### src/rtl/spi_host_arb_pkg.sv
// rtl/spi_host_arb_pkg.sv - shared types for the spi_host command arbiter
// Purpose: segment command struct, arbiter state encoding, index-width helper.
// Ports: none (package).
package spi_host_arb_pkg;

  localparam int NumCS = 1;
  localparam int CSW   = (NumCS > 1) ? $clog2(NumCS) : 1;
  localparam int LenW  = 20;

  // speed and direction use the spi_host command-register encodings unchanged
  typedef struct packed {
    logic [CSW-1:0]  csid;
    logic [LenW-1:0] len;
    logic [1:0]      speed;
    logic [1:0]      direction;
    logic            csaat;
  } seg_cmd_t;

  typedef enum logic [1:0] {
    Idle,
    Issue,
    Locked
  } arb_state_e;

  // index width that stays at least one bit for a single requester
  function automatic int idx_w(input int n);
    return (n > 1) ? $clog2(n) : 1;
  endfunction

endpackage

### src/rtl/spi_host_cmd_arbiter_if.sv
// rtl/spi_host_cmd_arbiter_if.sv - requester and spi_host command bus bundle
// Purpose: groups the per-requester segment handshake and the shared command
//          port. Signal names are from the arbiter's point of view.
// Ports (signals):
//   req_valid_i/req_cmd_i/req_ready_o : NumReq requester segment handshakes
//   cmd_valid_o/cmd_o/cmd_ready_i     : segment towards the spi_host command queue
// Modports: slave = arbiter side, master = requesters plus spi_host side.
interface spi_host_cmd_arbiter_if
  import spi_host_arb_pkg::*;
#(
  parameter int NumReq = 4
) ();

  logic     [NumReq-1:0] req_valid_i;
  seg_cmd_t [NumReq-1:0] req_cmd_i;
  logic     [NumReq-1:0] req_ready_o;
  logic                  cmd_valid_o;
  seg_cmd_t              cmd_o;
  logic                  cmd_ready_i;

  modport slave (
    input  req_valid_i, req_cmd_i, cmd_ready_i,
    output req_ready_o, cmd_valid_o, cmd_o
  );

  modport master (
    output req_valid_i, req_cmd_i, cmd_ready_i,
    input  req_ready_o, cmd_valid_o, cmd_o
  );

endinterface

### src/rtl/spi_host_arb_rr.sv
// rtl/spi_host_arb_rr.sv - combinational rotating-priority picker
// Purpose: returns the first set bit of i_valid at or above i_ptr, wrapping to
//          the lowest set bit when nothing at or above i_ptr is set.
// Ports:
//   i_valid     : request vector
//   i_ptr       : index with highest priority this cycle
//   o_winner    : chosen index (0 when o_any_valid is low)
//   o_any_valid : at least one request present
module spi_host_arb_rr
  import spi_host_arb_pkg::*;
#(
  parameter  int NumReq = 4,
  localparam int IdxW   = idx_w(NumReq)
) (
  input  logic [NumReq-1:0] i_valid,
  input  logic [IdxW-1:0]   i_ptr,
  output logic [IdxW-1:0]   o_winner,
  output logic              o_any_valid
);

  logic [IdxW-1:0] w_lo;
  logic [IdxW-1:0] w_hi;
  logic            w_hit_hi;

  // Descending scan: the last hit is the lowest index, once over the whole
  // vector (wrap candidate) and once restricted to indices >= i_ptr.
  always_comb begin
    w_lo        = '0;
    w_hi        = '0;
    w_hit_hi    = 1'b0;
    o_any_valid = 1'b0;
    for (int i = NumReq - 1; i >= 0; i--) begin
      if (i_valid[i]) begin
        o_any_valid = 1'b1;
        w_lo        = IdxW'(i);
        if (IdxW'(i) >= i_ptr) begin
          w_hit_hi = 1'b1;
          w_hi     = IdxW'(i);
        end
      end
    end
  end

  assign o_winner = w_hit_hi ? w_hi : w_lo;

endmodule

### src/rtl/spi_host_cmd_arbiter.sv
// rtl/spi_host_cmd_arbiter.sv - round-robin spi_host command arbiter with CS lock
// Purpose: shares one spi_host command port among NumReq requesters. A segment
//          with csaat=1 locks the grant to its owner until a csaat=0 segment
//          completes or the owner stays silent for LockTimeout cycles.
// Ports:
//   clk_i, rst_ni      : clock, asynchronous active-low reset
//   sw_rst_i           : synchronous soft reset, overrides everything
//   bus (slave)        : requester handshakes and spi_host command port
//   gnt_id_o           : current or last grantee
//   locked_o           : grant locked, chip select held across segments
//   err_lock_timeout_o : one-cycle pulse when a lock is forcibly released
module spi_host_cmd_arbiter
  import spi_host_arb_pkg::*;
#(
  parameter  int NumReq      = 4,
  parameter  int LockTimeout = 1024,
  localparam int IdxW        = idx_w(NumReq),
  localparam int TmrW        = $clog2(LockTimeout)
) (
  input  logic                  clk_i,
  input  logic                  rst_ni,
  input  logic                  sw_rst_i,
  spi_host_cmd_arbiter_if.slave bus,
  output logic [IdxW-1:0]       gnt_id_o,
  output logic                  locked_o,
  output logic                  err_lock_timeout_o
);

  arb_state_e      r_state;
  arb_state_e      w_state_nxt;
  seg_cmd_t        r_cmd;
  logic [IdxW-1:0] r_gnt;
  logic [IdxW-1:0] r_rr_ptr;
  logic [TmrW-1:0] r_timer;
  logic            r_locked;
  logic            r_err;

  logic [IdxW-1:0] w_winner;
  logic [IdxW-1:0] w_acc_idx;
  logic [IdxW-1:0] w_gnt_inc;
  logic            w_any_valid;
  logic            w_owner_valid;
  logic            w_accept;
  logic            w_hs;
  logic            w_timeout;

  spi_host_arb_rr #(
    .NumReq (NumReq)
  ) u_rr (
    .i_valid     (bus.req_valid_i),
    .i_ptr       (r_rr_ptr),
    .o_winner    (w_winner),
    .o_any_valid (w_any_valid)
  );

  assign w_owner_valid = bus.req_valid_i[r_gnt];
  // while locked only the owner may be accepted; otherwise the picker decides
  assign w_acc_idx = (r_state == Locked) ? r_gnt : w_winner;
  assign w_accept  = ((r_state == Idle) && w_any_valid) ||
                     ((r_state == Locked) && w_owner_valid);
  assign w_hs      = (r_state == Issue) && bus.cmd_ready_i;
  // an owner request in the final cycle takes precedence over the timeout
  assign w_timeout = (r_state == Locked) && !w_owner_valid &&
                     (r_timer == TmrW'(LockTimeout - 1));
  assign w_gnt_inc = (r_gnt == IdxW'(NumReq - 1)) ? '0 : r_gnt + 1'b1;

  // state register
  always_ff @(posedge clk_i or negedge rst_ni) begin
    if (!rst_ni) begin
      r_state <= Idle;
    end else if (sw_rst_i) begin
      r_state <= Idle;
    end else begin
      r_state <= w_state_nxt;
    end
  end

  // next-state logic
  always_comb begin
    w_state_nxt = r_state;
    unique case (r_state)
      Idle:    if (w_accept) w_state_nxt = Issue;
      Issue:   if (w_hs) w_state_nxt = r_cmd.csaat ? Locked : Idle;
      Locked: begin
        if (w_accept)       w_state_nxt = Issue;
        else if (w_timeout) w_state_nxt = Idle;
      end
      default: w_state_nxt = Idle;
    endcase
  end

  // outputs; the accept pulse is masked while any reset is active
  always_comb begin
    bus.cmd_valid_o = (r_state == Issue);
    bus.req_ready_o = '0;
    if (w_accept && rst_ni && !sw_rst_i) begin
      bus.req_ready_o[w_acc_idx] = 1'b1;
    end
  end

  // capture register, lock flag, round-robin pointer and lock timer
  always_ff @(posedge clk_i or negedge rst_ni) begin
    if (!rst_ni) begin
      r_cmd    <= '0;
      r_gnt    <= '0;
      r_rr_ptr <= '0;
      r_timer  <= '0;
      r_locked <= 1'b0;
      r_err    <= 1'b0;
    end else if (sw_rst_i) begin
      r_cmd    <= '0;
      r_gnt    <= '0;
      r_rr_ptr <= '0;
      r_timer  <= '0;
      r_locked <= 1'b0;
      r_err    <= 1'b0;
    end else begin
      if (w_accept) begin
        r_cmd <= bus.req_cmd_i[w_acc_idx];
        r_gnt <= w_acc_idx;
      end
      if (w_hs)           r_locked <= r_cmd.csaat;
      else if (w_timeout) r_locked <= 1'b0;
      if ((w_hs && !r_cmd.csaat) || w_timeout) r_rr_ptr <= w_gnt_inc;
      // counts only silent Locked cycles; cleared on any exit or owner request
      r_timer <= ((r_state == Locked) && !w_accept && !w_timeout) ?
                 r_timer + 1'b1 : '0;
      r_err   <= w_timeout;
    end
  end

  assign bus.cmd_o          = r_cmd;
  assign gnt_id_o           = r_gnt;
  assign locked_o           = r_locked;
  assign err_lock_timeout_o = r_err;

endmodule

### src/flat_wrapper.sv
// flat-port wrapper written by rule: the top's interface ports become plain ports
module spi_host_cmd_arbiter_flat import spi_host_arb_pkg::*;
#(
  parameter  int NumReq      = 4,
  parameter  int LockTimeout = 1024,
  localparam int IdxW        = idx_w(NumReq),
  localparam int TmrW        = $clog2(LockTimeout)
)
  (clk_i, rst_ni, sw_rst_i, gnt_id_o, locked_o, err_lock_timeout_o, bus_req_valid_i, bus_req_cmd_i, bus_cmd_ready_i, bus_req_ready_o, bus_cmd_valid_o, bus_cmd_o);
  spi_host_cmd_arbiter_if #(.NumReq(NumReq)) bus_i ();
  input  logic clk_i;
  input  logic rst_ni;
  input  logic sw_rst_i;
  output logic [IdxW-1:0] gnt_id_o;
  output logic locked_o;
  output logic err_lock_timeout_o;
  input wire logic [$bits(bus_i.req_valid_i)-1:0] bus_req_valid_i;
  input wire logic [$bits(bus_i.req_cmd_i)-1:0] bus_req_cmd_i;
  input wire logic [$bits(bus_i.cmd_ready_i)-1:0] bus_cmd_ready_i;
  output wire logic [$bits(bus_i.req_ready_o)-1:0] bus_req_ready_o;
  output wire logic [$bits(bus_i.cmd_valid_o)-1:0] bus_cmd_valid_o;
  output wire logic [$bits(bus_i.cmd_o)-1:0] bus_cmd_o;
  assign bus_i.req_valid_i = bus_req_valid_i;
  assign bus_i.req_cmd_i = bus_req_cmd_i;
  assign bus_i.cmd_ready_i = bus_cmd_ready_i;
  assign bus_req_ready_o = bus_i.req_ready_o;
  assign bus_cmd_valid_o = bus_i.cmd_valid_o;
  assign bus_cmd_o = bus_i.cmd_o;
  spi_host_cmd_arbiter #(.NumReq(NumReq), .LockTimeout(LockTimeout)) u_core (.clk_i(clk_i), .rst_ni(rst_ni), .sw_rst_i(sw_rst_i), .bus(bus_i), .gnt_id_o(gnt_id_o), .locked_o(locked_o), .err_lock_timeout_o(err_lock_timeout_o));
endmodule
### config.mk
export PLATFORM = sky130hd
export DESIGN_NAME = spi_host_cmd_arbiter_flat
export DESIGN_NICKNAME = d
export VERILOG_FILES = /design/src/rtl/spi_host_arb_pkg.sv /design/src/rtl/spi_host_cmd_arbiter_if.sv /design/src/rtl/spi_host_arb_rr.sv /design/src/rtl/spi_host_cmd_arbiter.sv /design/src/flat_wrapper.sv
export SDC_FILE = /design/constraint.sdc
export NUM_CORES = 1
export LEC_CHECK = 0
export ABC_AREA = 1
export BUFFER_PORTS_ARGS = -buffer_cell sky130_fd_sc_hd__buf_4
export CORE_MARGIN = 5
export CORE_UTILIZATION = 30
export CTS_BUF_LIST = sky130_fd_sc_hd__clkbuf_16
export DETAILED_ROUTE_END_ITERATION = 10
export PLACE_DENSITY = 0.53
export SYNTH_ARGS = -nofsm -noshare
export SYNTH_HDL_FRONTEND = slang
export SYNTH_SLANG_ARGS = --single-unit
### constraint.sdc
create_clock -name clk_i -period 4.8 [get_ports clk_i]
set_input_delay 0.96 -clock clk_i [delete_from_list [all_inputs] [get_ports clk_i]]
set_output_delay 0.96 -clock clk_i [all_outputs]
set_load 0.01 [all_outputs]
* Word level (Yosys, flattened, before mapping) *
Cells that the tools add are included.

storage, ports and cells
  RAM bits = 0
  bits in read-only memories = 0
  output and inout bits = 35
  register bits = 44
  memories = 0
  bits in latches = 0
  word-level logic and storage cells = 103
  input port bits = 112

operators by class
  reductions and logical operators = 23
  div/mod/pow operators = 0
  shift operators = 0
  bitwise gates (word level) = 0
  add/sub/neg operators = 2
  multiply operators = 0
  $lt $le $gt $ge = 7
  equality and inequality tests = 7
  muxes and demuxes = 53

operators by type and width
  kind                                                                                 count
  26-bit two-way mux                                                                   3
  26-bit binary-select mux with 2-bit select                                           1
  2-bit two-way mux                                                                    25
  10-bit two-way mux                                                                   2
  1-bit two-way mux                                                                    18
  1-bit logical AND                                                                    11
  10-bit by 1-bit adder with 10-bit output (second input constant)                     1
  10-bit == test (second input constant)                                               1
  2-bit by 3-bit less-than comparator with 1-bit output (second input constant)        2
  3-bit by 2-bit != test with 1-bit output (second input constant)                     2
  2-bit case mux with 3 select lines                                                   1
  1-bit zero test                                                                      5
  2-bit == test (second input constant)                                                2
  1-bit by 2-bit greater-or-equal comparator with 1-bit output (first input constant)  2
  2-bit greater-or-equal comparator (first input constant)                             2
  4-bit two-way mux                                                                    1
  4-bit by 2-bit != test with 1-bit output (second input constant)                     1
  2-bit nonzero test                                                                   2
  3-bit AND reduction                                                                  1
  3-bit nonzero test                                                                   1
  2-bit by 1-bit adder with 2-bit output (second input constant)                       1
  1-bit binary-select mux with 2-bit select                                            1
  1-bit demux with 2-bit select                                                        1
  2-bit by 1-bit == test with 1-bit output (second input constant)                     1
  3 further kinds                                                                      4

* Logic depth before layout (Yosys ltp) *
  depth in word-level cells = 16
  gate-level depth with buffers = 14
  gate-level depth less buffers = 13

* Cells and area by module *
A second synthesis with hierarchy kept.

second synthesis, totals
  cells, all modules = 520
  area, all modules = 3,150.5 µm²

by module, submodules not included
  module                area each (µm²)  cells each  times used  seq. area each (µm²)
  spi_host_cmd_arbiter  3,066.7          499         1           1,101.1
  spi_host_arb_rr       83.8             21          1           0.0

* Worst setup path before layout *
Ideal clock, no wire load.

  path type = in2out
  start = in bus_req_valid_i[0]
  end = out bus_req_ready_o[1]
  required time = 3.840 ns
  arrival = 2.006 ns
  stages = 10
  setup slack = 1.834 ns
  buffers on the path = 1
  cell sequence = inv_1 > nor2_1 > nand2_1 > nand2_1 > nor2_2 > nand2_4 > nand2_4 > buf_6 > inv_2 > nor3_1

on the way
  cells in the longest elaborated chain, start to end = 8
  elaborated cells between the ends (all ways) = 19
  those cells by class = order compare (2); mux (11); reduce/logical (6)

ends and longest elaborated chain
  item                                                                                                                                                         RTL line                    RTL
  start: declaration                                                                                                                                           flat_wrapper.sv:17          input wire logic [$bits(bus_i.req_valid_i)-1:0] bus_req_valid_i;
  2-bit two-way mux or 1-bit two-way mux (tied branches)                                                                                                       spi_host_arb_rr.sv:33       if (i_valid[i]) begin
  2-bit two-way mux                                                                                                                                            spi_host_arb_rr.sv:44       assign o_winner = w_hit_hi ? w_hi : w_lo;
  2-bit two-way mux                                                                                                                                            spi_host_cmd_arbiter.sv:58  assign w_acc_idx = (r_state == Locked) ? r_gnt : w_winner;
  2-bit by 3-bit less-than comparator with 1-bit output (not written as such) or 2-bit by 1-bit greater-or-equal comparator with 1-bit output (tied branches)  spi_host_cmd_arbiter.sv:97  bus.req_ready_o[w_acc_idx] = 1'b1;
  1-bit logical AND (not written as such)                                                                                                                      spi_host_cmd_arbiter.sv:97
  1-bit two-way mux (not written as such)                                                                                                                      spi_host_cmd_arbiter.sv:97
  1-bit demux with 2-bit select                                                                                                                                -
  4-bit two-way mux (*)                                                                                                                                        spi_host_cmd_arbiter.sv:96  if (w_accept && rst_ni && !sw_rst_i) begin
  end: declaration                                                                                                                                             flat_wrapper.sv:20          output wire logic [$bits(bus_i.req_ready_o)-1:0] bus_req_ready_o;

Every way passes the cells marked *; elsewhere a longest branch is shown, timed or not. The select of a mux whose other input is x is not followed.

* Worst setup path in the final report *
  start = in bus_req_valid_i[0]
  end = out bus_req_ready_o[2]

Same word-level chain as after synthesis.

==> reports/results.tsv <==
stage	metric	value	unit
sta	period_minus_slack	3.94	ns
sta	fin_skew	0.00303	ns
power_and_ir_drop	peakVddDrop	0.151	mV
sta	slew_violations	0	
floorplanning	start_util	0.303	
sta	period_share	0.821	
setup_path	setup.worst_path.end_class	primary output	
power_and_ir_drop	switching_share	0.387	
floorplanning	rows	37	
routing	vias_per_cell	4.61	
synth	synth_top_area_frac	0.356	
cts	cts_setup_buffers	0	
synth	ys_top_cells_by_area	dfrtp_1 (36%), nand2_1 (35%), nand3_1 (10%)	
sta	fin_ws	0.858	ns
floorplanning	die_y	111	um
cts	clkTransAtPathRegs	0.06	ns
routing	vias	3514	
setup_path	path_max_fanout	29	
routing	drc_errors	0	
cts	hold_buffers	0	
setup_path	r2r_slack	2.18	ns
power_and_ir_drop	combPwrFrac	0.426	
synth	synth_seq_cells	44	
routing	antenna_left	0	
power_and_ir_drop	p_per_area	322	nW/um2
power_and_ir_drop	total_power	0.00140	W
power_and_ir_drop	clock_power_share	0.241	
final_layout	mostFrequentLayoutCells	nand2_1 (289), buf_4 (147), nand3_1 (63), dfrtp_1 (44), nor2_1 (20)	
cts	cts.sink_count	44	
floorplanning	die_w	111	um
synth	seq_area_frac_synth	0.356	
floorplanning	io_pins	147	
setup_path	critPathKind	in2out	
setup_path	cp.required	3.84	ns
final_layout	nFillCells	1127	
place	dp_hpwl	7880	um
place	place_congestion	0.838	
cts	clk_latency	0.29	ns
synth	syn_inst	498	
place	dp.cells	755	
power_and_ir_drop	intPower	0.000857	W
cts	htreeDepth	2	
setup_path	reg2reg_from	u_core.r_state[0]	
sta	tns	0	ns
global_routing	grt_max_degree	54	
global_routing	grt_pass1_wl	16800	um
place	portBuffers	146	
setup_path	startpoint	bus_req_valid_i[0]	
setup_path	crit_path_start_kind	primary input	
cts	cts-root-buf	clkbuf_16	
global_routing	overflow	0	
sta	hold_viol	0	
floorplanning	placeableCoreArea	10200	um2
status	status	completed	
global_routing	first_global_vias	3425	
power_and_ir_drop	p_seq_frac	0.333	
power_and_ir_drop	p_leak	2.53	nW
worst_hold_path	min-delay-start	u_core.bus.cmd_o[19]	
final_layout	diodes	0	
cts	cts-buffers-inserted	5	
routing	routedWlPerCell	13.5	um
synth	avgSynthCellArea	6.20	um2
final_layout	area_growth	40.4	%
sta	finalSetupViolations	0	
sta	maxSlewHeadroom	0.201	
synth	yosys_warnings	0	
sta	max_slew.worst_pin.slew	1.20	ns
job	maxCapViolCount	0	
place	place_ws	0.805	ns
synth	synth_top_cell_by_area	dfrtp_1	
power_and_ir_drop	power_switching	0.000541	W
routing	dr.pass1.iters	4	
setup_path	critPathArrivalTime	2.98	ns
worst_hold_path	hold_path.class	reg2reg	
synth	ys_types	24	
cts	cts_tree	built	
final_layout	nets	740	
final_layout	fin_cells	763	
cts	clk_path_buf_depth	2	
routing	wl	10300	um
cts	cts_resized	0	
global_routing	track_usage	0.163	
final_layout	drive_above_1_share	0.271	
sta	max_freq	0.254	GHz
routing	dr.first_iter.drc_count	154	
synth	syn_nets	612	
global_routing	antenna_found_initial	0	
final_layout	final_util	0.426	
synth	syn_area	3090	um2
final_layout	final_common_cell	nand2_1	
sta	rsz0062_at_grt	false	
floorplanning	die_area	12400	um2
## cell usage after synthesis (all sizes together)
cell type / n
o22ai: 2
o21ai: 3
buf: 20
nand3: 63
nor4: 1
nor3b: 3
nor3: 6
inv: 19
or2: 1
ha: 2
xor2: 6
o31ai: 1
nand4: 5
nor2: 23
clkbuf: 6
dfrtp: 44
nand2: 293
## state kept, by name, summed over array words and instances, names as in the netlist
register                   flops
u_core.locked_o                1
u_core.r_rr_ptr                2
u_core.gnt_id_o                2
u_core.err_lock_timeout_o      1
u_core.r_timer                10
u_core.bus.cmd_o              26
u_core.r_state                 2
## worst max-delay path, cell delays in order
cell	delay, ns
buf_4	0.11
inv_1	0.09
nor2_1	0.05
nand2_1	0.07
nor3b_1	0.17
nand2_1	0.08
o21ai_2	0.45
inv_2	0.51
nor3_1	0.29
buf_4	0.17
## per-layer routing
layer / up-vias / share of wire / track usage
li1: 1808 / - / -
met1: 1601 / 0.44 / 0.214
met2: 95 / 0.48 / 0.270
met3: 10 / 0.065 / 0.0424
met4: 0 / 0.014 / 0.0381
met5: - / 0 / 0
## power groups by stage
stage	Clock [W]	Sequential, W	Combinational, W
final	0.000337	0.000466	0.000595
after global routing	0.000357	0.000475	0.000684
after CTS	0.000345	0.000467	0.000604
after detailed placement	0	0.000472	0.000602
after global placement	0	0.000473	0.000600
after floorplan	0	0.000486	0.000368
## worst paths after layout
check,to,cells after the start
worst min register to register,u_core.bus.cmd_o[19],2
max in group asynchronous,u_core.bus.cmd_o[20],1
min in group asynchronous,u_core.r_rr_ptr[0],1
worst max-delay path,bus_req_ready_o[2],10
worst max register to register,u_core.bus.cmd_o[24],12
worst min-delay path,u_core.bus.cmd_o[19],2
## per-stage QoR
| step | hold WS [ns] | area [um2] |
|---|---|---|
| 5_1_grt | 0.512 | 4340 |
| 3_3_place_gp | 0.466 | 4190 |
| 3_5_place_dp | 0.467 | 4190 |
| 2_1_floorplan | 0.474 | 3090 |
| 6_report | 0.481 | 4340 |
| 4_1_cts | 0.485 | 4340 |
## final cells by class
class	instances	area [um2]	share of cell area
timing repair buffer	147	1100	0.254
inverter	19	71.3	0.0164
clock inverter	3	18.8	0.00433
sequential	44	1100	0.254
tap	136	170	0.0392
clock buffer	5	125	0.0289
multi-input combinational	409	1750	0.403
## cell families after synthesis
family / after synthesis / share of synthesized area
and+or+nand+nor: 395 / 0.528
xor gates and xnor gates: 6 / 0.0170
DFF: 44 / 0.356
AOI/OAI and AO/OA: 6 / 0.0126
adders and majority gates: 2 / 0.00810
buffers and inverters: 45 / 0.0782
Power figures use the tool's default switching activity.
